File: src/rtl/bcd_pkg.sv
// Shared BCD constants and state encoding for the BCD up/down counter family.
// The state constants are also used by the incrementor-side counters.
package bcd_pkg;
  localparam int         BCD_DIGIT_W   = 4;
  localparam logic [3:0] BCD_DIGIT_MAX = 4'd9;

  localparam logic [1:0] ST_IDLE    = 2'd0;
  localparam logic [1:0] ST_RUN     = 2'd1;
  localparam logic [1:0] ST_EXPIRED = 2'd2;

  typedef enum logic [1:0] {
    S_IDLE    = ST_IDLE,
    S_RUN     = ST_RUN,
    S_EXPIRED = ST_EXPIRED
  } state_t;

  function automatic logic bcd_digit_valid(input logic [BCD_DIGIT_W-1:0] d);
    return d <= BCD_DIGIT_MAX;
  endfunction
endpackage

File: src/rtl/bcd_digit_dec.sv
// One BCD digit of a ripple-borrow decrementer: a 0 digit with borrow wraps to 9
// and passes the borrow upward.
module bcd_digit_dec
  import bcd_pkg::*;
(
  input  logic [BCD_DIGIT_W-1:0] digit,
  input  logic                   borrow_in,
  output logic [BCD_DIGIT_W-1:0] digit_out,
  output logic                   borrow_out
);
  always_comb begin
    digit_out  = digit;
    borrow_out = 1'b0;
    if (borrow_in) begin
      if (digit == '0) begin
        digit_out  = BCD_DIGIT_MAX;
        borrow_out = 1'b1;
      end else begin
        digit_out = digit - 1'b1;
      end
    end
  end
endmodule

File: src/rtl/bcd_countdown.sv
// Three-digit BCD down-counter with load validation, terminal-count Done pulse
// and optional auto-reload. All outputs are registered.
module bcd_countdown
  import bcd_pkg::*;
#(
  parameter  int DIGITS = 3,
  localparam int W      = 4 * DIGITS
) (
  input  logic         Clock,
  input  logic         Resetn,
  input  logic         Load,
  input  logic [W-1:0] LoadValue,
  input  logic         AutoReload,
  input  logic         Tick,
  output logic [W-1:0] Count,
  output logic         Running,
  output logic         Done,
  output logic         LoadError
);
  state_t       state_q, state_d;
  logic [W-1:0] count_q, count_d;
  logic [W-1:0] reload_q, reload_d;
  logic         running_q, running_d;
  logic         done_q, done_d;
  logic         lerr_q, lerr_d;

  logic [W-1:0]    dec_value;
  logic [DIGITS:0] borrow;
  logic            load_valid;
  logic            count_is_one;

  assign borrow[0] = 1'b1;

  for (genvar g = 0; g < DIGITS; g++) begin : g_dec
    bcd_digit_dec u_dec (
      .digit      (count_q[BCD_DIGIT_W*g +: BCD_DIGIT_W]),
      .borrow_in  (borrow[g]),
      .digit_out  (dec_value[BCD_DIGIT_W*g +: BCD_DIGIT_W]),
      .borrow_out (borrow[g+1])
    );
  end

  always_comb begin
    load_valid = 1'b1;
    for (int i = 0; i < DIGITS; i++) begin
      if (!bcd_digit_valid(LoadValue[BCD_DIGIT_W*i +: BCD_DIGIT_W])) load_valid = 1'b0;
    end
  end

  assign count_is_one = (count_q == {{(W-BCD_DIGIT_W){1'b0}}, 4'd1});

  always_comb begin
    state_d  = state_q;
    count_d  = count_q;
    reload_d = reload_q;
    done_d   = 1'b0;
    lerr_d   = 1'b0;
    if (Load) begin
      if (load_valid) begin
        count_d  = LoadValue;
        reload_d = LoadValue;
        state_d  = (LoadValue == '0) ? S_IDLE : S_RUN;
      end else begin
        lerr_d = 1'b1;
      end
    end else if (state_q == S_RUN && Tick) begin
      if (count_is_one) begin
        done_d = 1'b1;
        if (AutoReload) begin
          count_d = reload_q;
        end else begin
          count_d = '0;
          state_d = S_EXPIRED;
        end
      end else if (!borrow[DIGITS]) begin
        // Borrow out of the top digit means the count was 000; never wrap to 999.
        count_d = dec_value;
      end
    end
    running_d = (state_d == S_RUN);
  end

  always_ff @(posedge Clock) begin
    if (!Resetn) begin
      state_q   <= S_IDLE;
      count_q   <= '0;
      reload_q  <= '0;
      running_q <= 1'b0;
      done_q    <= 1'b0;
      lerr_q    <= 1'b0;
    end else begin
      state_q   <= state_d;
      count_q   <= count_d;
      reload_q  <= reload_d;
      running_q <= running_d;
      done_q    <= done_d;
      lerr_q    <= lerr_d;
    end
  end

  assign Count     = count_q;
  assign Running   = running_q;
  assign Done      = done_q;
  assign LoadError = lerr_q;
endmodule
File: config.mk
export PLATFORM = sky130hd
export DESIGN_NAME = bcd_countdown
export DESIGN_NICKNAME = d
export VERILOG_FILES = /design/src/rtl/bcd_pkg.sv /design/src/rtl/bcd_digit_dec.sv /design/src/rtl/bcd_countdown.sv
export SDC_FILE = /design/constraint.sdc
export NUM_CORES = 1
export LEC_CHECK = 0
export ABC_AREA = 1
export CAP_MARGIN = 40
export CORE_ASPECT_RATIO = 1.2
export CORE_UTILIZATION = 40
export DETAILED_ROUTE_END_ITERATION = 10
export GPL_TIMING_DRIVEN = 0
export PLACE_DENSITY = 0.66
export SLEW_MARGIN = 20
export SYNTH_ARGS = -nofsm -noshare
export SYNTH_HDL_FRONTEND = slang
export SYNTH_HIERARCHICAL = 1
export SYNTH_SLANG_ARGS = --single-unit
File: constraint.sdc
create_clock -name Clock -period 5.3 [get_ports Clock]
set_clock_uncertainty 0.2 [all_clocks]
set_input_delay 0.795 -clock Clock [delete_from_list [all_inputs] [get_ports Clock]]
set_output_delay 0.795 -clock Clock [all_outputs]
set_load 0.02 [all_outputs]
# [After elaboration in Yosys (flattened, before gate mapping)]
# Cells that the tools add are included.
[op_classes] eq_ne=5 add_sub_neg=3 reduce_logical=14 bitwise_logic=2 n_lt_le_gt_ge=3 n_mux=27
[op_table] op="2-to-1 mux 12 bit" count=6
[op_table] op="2-to-1 mux 4 bit" count=5
[op_table] op="== test 12 x 1 -> 1 bit, second input constant" count=1
[op_table] op="<= comparator 4 bit, second input constant" count=3
[op_table] op="zero test 12 bit" count=1
[op_table] op="zero test 4 bit" count=3
[op_table] op="subtractor 4 x 1 -> 4 bit, second input constant" count=3
[op_table] op="2-to-1 mux 1 bit" count=11
[op_table] op="2-to-1 mux 2 bit" count=5
[op_table] op="AND reduction 4 bit" count=2
[op_table] op="nonzero test 3 bit" count=2
[op_table] op="== test 2 x 1 -> 1 bit, second input constant" count=2
[op_table] op="AND reduction 2 bit" count=2
[op_table] op="inequality test 3 bit, second input constant" count=1
[op_table] op="AND reduction 3 bit" count=1
[op_table] op="OR reduction 3 bit" count=1
[op_table] op="inequality test 2 x 1 -> 1 bit, second input constant" count=1
[op_table] op="inverter 1 bit" count=2
[op_table] op="nonzero test 2 bit" count=1
[op_table] op="logical AND 1 bit" count=1
[totals] output_inout_bits=15 reg_bits=29 in_bits=17 wordCells=62

# [Longest topological paths before layout]
[depth] depth_word=8 ltp_mapped=15 mapped_depth_nobuf=15

# [By module]
# The synthesis kept the hierarchy.
[by_module_without_submodules] module="bcd_countdown" cells_each=273 area_per_inst_um2=1737.9 instances=1 seq_area_each_um2=580.6
[by_module_without_submodules] module="bcd_digit_dec" cells_each=17 area_per_inst_um2=87.6 instances=3 seq_area_each_um2=0.0

# [Least setup slack after synthesis]
# Ideal clock, no wire load.
[synth_timing] kind="register to register" startpoint="register count_q[3], in the netlist Count[3]" endpoint="register count_q[6], in the netlist Count[6]" path_slack_ns=3.185 required_time_ns=5.036 t_arrival_ns=1.851 period_less_slack_ns=2.115 setup_time_ns=0.064 path_stages_with_launch=13 cell_sequence="dfxtp_1 -> nor2_1 -> inv_2 -> nor2_4 -> nand3_2 -> nor2_4 -> nand3_2 -> nor2_4 -> nand2_4 -> a21oi_2 -> buf_2 -> nor2_1 -> nor2_1"
[synth_between] elab_chain_len=6
[synth_lines] element="start: declaration" line="bcd_countdown.sv:21" source="logic [W-1:0] count_q, count_d;"
[synth_lines] element="start signal: assignment" line="bcd_countdown.sv:93" source="count_q <= count_d;"
[synth_lines] element="zero test 4 bit" line="bcd_digit_dec.sv:15" source="if (digit == '0) begin"
[synth_lines] element="2-to-1 mux 1 bit" line="bcd_digit_dec.sv:15"
[synth_lines] element="named net borrow[1]" line="bcd_countdown.sv:28" source="logic [DIGITS:0] borrow;"
[synth_lines] element="2-to-1 mux 1 bit" line="bcd_digit_dec.sv:14" source="if (borrow_in) begin"
[synth_lines] element="named net borrow[2]" line="bcd_countdown.sv:28"
[synth_lines] element="2-to-1 mux 1 bit" line="bcd_digit_dec.sv:14"
[synth_lines] element="named net borrow[3]" line="bcd_countdown.sv:28"
[synth_lines] element="inequality test 3 bit (no line)"
[synth_lines] element="AND reduction 4 bit (no line)"
# The timed path passes the listed nets, and every way through them passes these cells. The select of a mux whose other input is x is not followed.
# A chain may end at the register's enable or synchronous reset.

# [Worst setup path in the final report]
[layout_timing] startpoint="register count_q[0], in the netlist Count[0]" endpoint="output Count[0]"
[layout_lines] element="end: declaration" line="bcd_countdown.sv:15" source="output logic [W-1:0] Count,"
# No word-level cell between the ends.

==> summary.txt <==
Setup path
  – Reg2Reg Launch Point: Count[3]
  – CP Cell Sequence: clkdlybuf4s50_1
  – Critical path launch point: Count[0]
  – Worst stage delay on the critical path: 660 ps
  – Worst flop-to-flop path endpoint: Count[8]
  – Worst Setup End Kind: output port
  – Crit Path Max Fanout: 5
  – Worst reg-to-reg path cell count: 12
  – CP Launch Type: flip-flop
  – Critical Path End: Count[0]
  – Worst path depth: 1
  – Buf+Inv Stages, Crit Path: 1
  – Reg2Reg Setup Slack: 2990 ps
  – Crit path kind: flip-flop to output port
  – Top delay family on crit path: buffers and inverters
  – Worst path slowest cell: clkdlybuf4s50_1
  – WP data arrival: 1420 ps
  – Required time of the worst setup path: 4300 ps

Global routing
  – Initial antenna violation count: 0
  – First-pass GRT wire length: 8360 um
  – Grt ovf: 0
  – Vias in the first global route: 1825
  – GRT Util Overall: 0.208
  – Largest net degree at the start of global routing: 11

Run
  – Max cap viols: 0

Timing
  – Fin. Hold Viols: 0
  – Final Max Slew Viols: 0
  – Final period util: 0.455
  – RSZ-0062 raised after global routing: no
  – Setup TNS: 0 ps
  – Final Critical Period: 2410 ps
  – Final Setup Violations: 0
  – Final worst-path setup slack: 2890 ps
  – Max Fclk: 0.415 GHz

Floorplan
  – Ports: 32
  – Initial Util: 0.426
  – Total core area: 4700 um2
  – Die W: 66.6 um
  – Rows: 27
  – Die area: 5290 um2
  – Die height: 79.5 um

Clocking
  – # resized after CTS: 0
  – Clock Path Buffers: 2
  – Hold buffer count at cts: 0
  – Reg clk slew, reported paths: 60 ps
  – CTS buffer count: 5
  – Root buffer cell: clkbuf_8
  – CTS H-tree depth: 2
  – CTS tree: done
  – CTS sink cnt: 29
  – Clk_lat worst skew: 280 ps
  – Post-CTS Setup Inserts: 0

Synth
  – Syn avg cell area: 6.17 um2
  – Post-synthesis instance area: 2000 um2
  – Post-Syn Instances: 324
  – Warnings from Yosys: 6
  – Seq/Total Area, Yosys: 0.290
  – FF+latch count, synth: 29
  – Distinct cells, synth: 27

Power and ir drop
  – Switch Pwr: 0.000211 W
  – Clock share of power: 0.289
  – PD cells: 253 nW/um2
  – Pint: 0.000415 W
  – LEAKAGE: 1.23 nW
  – Comb power frac: 0.318
  – Total power: 0.000626 W
  – Switching part of the total: 0.337
  – Sequential share of power: 0.393
  – Maximum vdd ir drop: 162 uV

Finish
  – Register Area: 581 um2
  – Share of layout cells above drive strength 1: 0.154
  – Ant. Diodes: 0
  – Finished Cell Area: 2470 um2
  – Area Growth Syn to Fin: 23.5%
  – Multi-input logic area: 1160 um2
  – FILL cells: 502
  – Nets: 381

Route
  – Wire per inst: 11.2 um
  – 1st-pass router iterations: 6
  – Avg Vias per Cell: 4.63
  – DR vias: 1955
  – # DRC: 0
  – DR iter-0 viols: 73
  – Antenna-violating nets left: 0
  – WL final: 4710 um

Placement
  – Dpl cell area: 2380 um2
  – Port Buffer Count: 30
  – Hpwl dp: 3770 um
  – Pre-CTS setup slack: 2670 ps
  – Gpl congestion: 0.866

Min path
  – Worst hold path class: flip-flop to flip-flop

Status
  – Status: complete, no violations
-- cells in the mapped netlist --
master / instances / area, um2
o21ai_1: 6 / 30.0
nand4_2: 1 / 12.5
nor2_2: 2 / 12.5
o21ai_2: 2 / 17.5
buf_2: 5 / 25.0
inv_1: 36 / 135
nand3_2: 14 / 140
buf_4: 1 / 7.51
nor2_8: 1 / 20.0
clkbuf_1: 3 / 11.3
conb_1: 1 / 3.75
nand3_1: 29 / 145
inv_2: 13 / 48.8
nor2_4: 4 / 45.0
nor2_1: 58 / 218
nand2_1: 83 / 312
xor2_1: 3 / 26.3
and2_1: 1 / 6.26
nor3_1: 2 / 10.0
a21oi_1: 6 / 30.0
nand4_1: 4 / 25.0
a21oi_2: 1 / 8.76
nand2_4: 3 / 33.8
dfxtp_1: 29 / 581
buf_1: 2 / 7.51
o21ai_0: 11 / 55.1
buf_6: 3 / 33.8
-- power by group through the flow --
stage / Combinational (W) / Clock [W] / Sequential, W
floorplan: 0.000132 / 0 / 0.000258
global placement: 0.000198 / 0 / 0.000250
detailed placement: 0.000199 / 0 / 0.000251
CTS: 0.000200 / 0.000187 / 0.000246
global route: 0.000226 / 0.000198 / 0.000248
finish: 0.000199 / 0.000181 / 0.000246
-- worst min path at each step --
stage / startpoint / endpoint / slack (ps) / cells past startpoint
2_1_floorplan: reload_q[10] / reload_q[10] / 250 / 2
4_1_cts: reload_q[10] / reload_q[10] / 290 / 2
3_3_place_gp: reload_q[7] / reload_q[7] / 270 / 2
3_5_place_dp: reload_q[9] / reload_q[9] / 270 / 2
6_report: reload_q[7] / reload_q[7] / 290 / 2
5_1_grt: reload_q[7] / reload_q[7] / 320 / 2
-- layer usage --
| layer | wire, um | GRT usage | up-vias |
|---|---|---|---|
| met4 | 65 | 0.0638 | 0 |
| met3 | 138 | 0.0386 | 5 |
| met1 | 2190 | 0.264 | 838 |
| li1 | - | - | 1077 |
| met2 | 2320 | 0.351 | 35 |
| met5 | 0 | 0 | - |
-- cell usage in the layout, fill, tap and decap left out, drive strengths merged --
cell            n
buf            11
inv            49
nand2          86
clkdlybuf4s50  30
xor2            3
and2            1
nand3          43
nor3            2
a21oi           7
conb            4
nand4           5
clkbuf         10
dfxtp          29
nor2           65
o21ai          19
-- cell type report --
class                           count  area share
Multi-Input combinational cell    235       0.470
Clock buffer                        7      0.0349
Inverter                           49      0.0744
Sequential cell                    29       0.235
Buffer                             14      0.0344
Tap cell                           58      0.0294
Timing Repair Buffer               30       0.122
-- stage by stage --
step           cells   util  hold WS (ps)
3_3_place_gp     415  0.508           265
5_1_grt          422  0.526           323
4_1_cts          422  0.526           287
6_report         422  0.526           285
3_5_place_dp     415  0.508           272
2_1_floorplan    327      -           255
-- registers in the layout, summed over array words and instances, names as in the netlist --
signal and flops:
Count 12, reload_q 12, state_q 2, Done 1, LoadError 1, Running 1
-- cells by family (layout without fill, tap and decap cells) --
kind of cell / count (synthesis) / after routing / share of synthesized area
XOR/XNOR: 3 / 3 / 0.0131
other: 1 / 4 / 0.00187
AO/OA/AOI/OAI: 26 / 26 / 0.0707
flip-flops: 29 / 29 / 0.290
AND/OR/NAND/NOR: 202 / 202 / 0.490
buffers and inverters: 63 / 100 / 0.134
(Power assumes the default switching activity.)
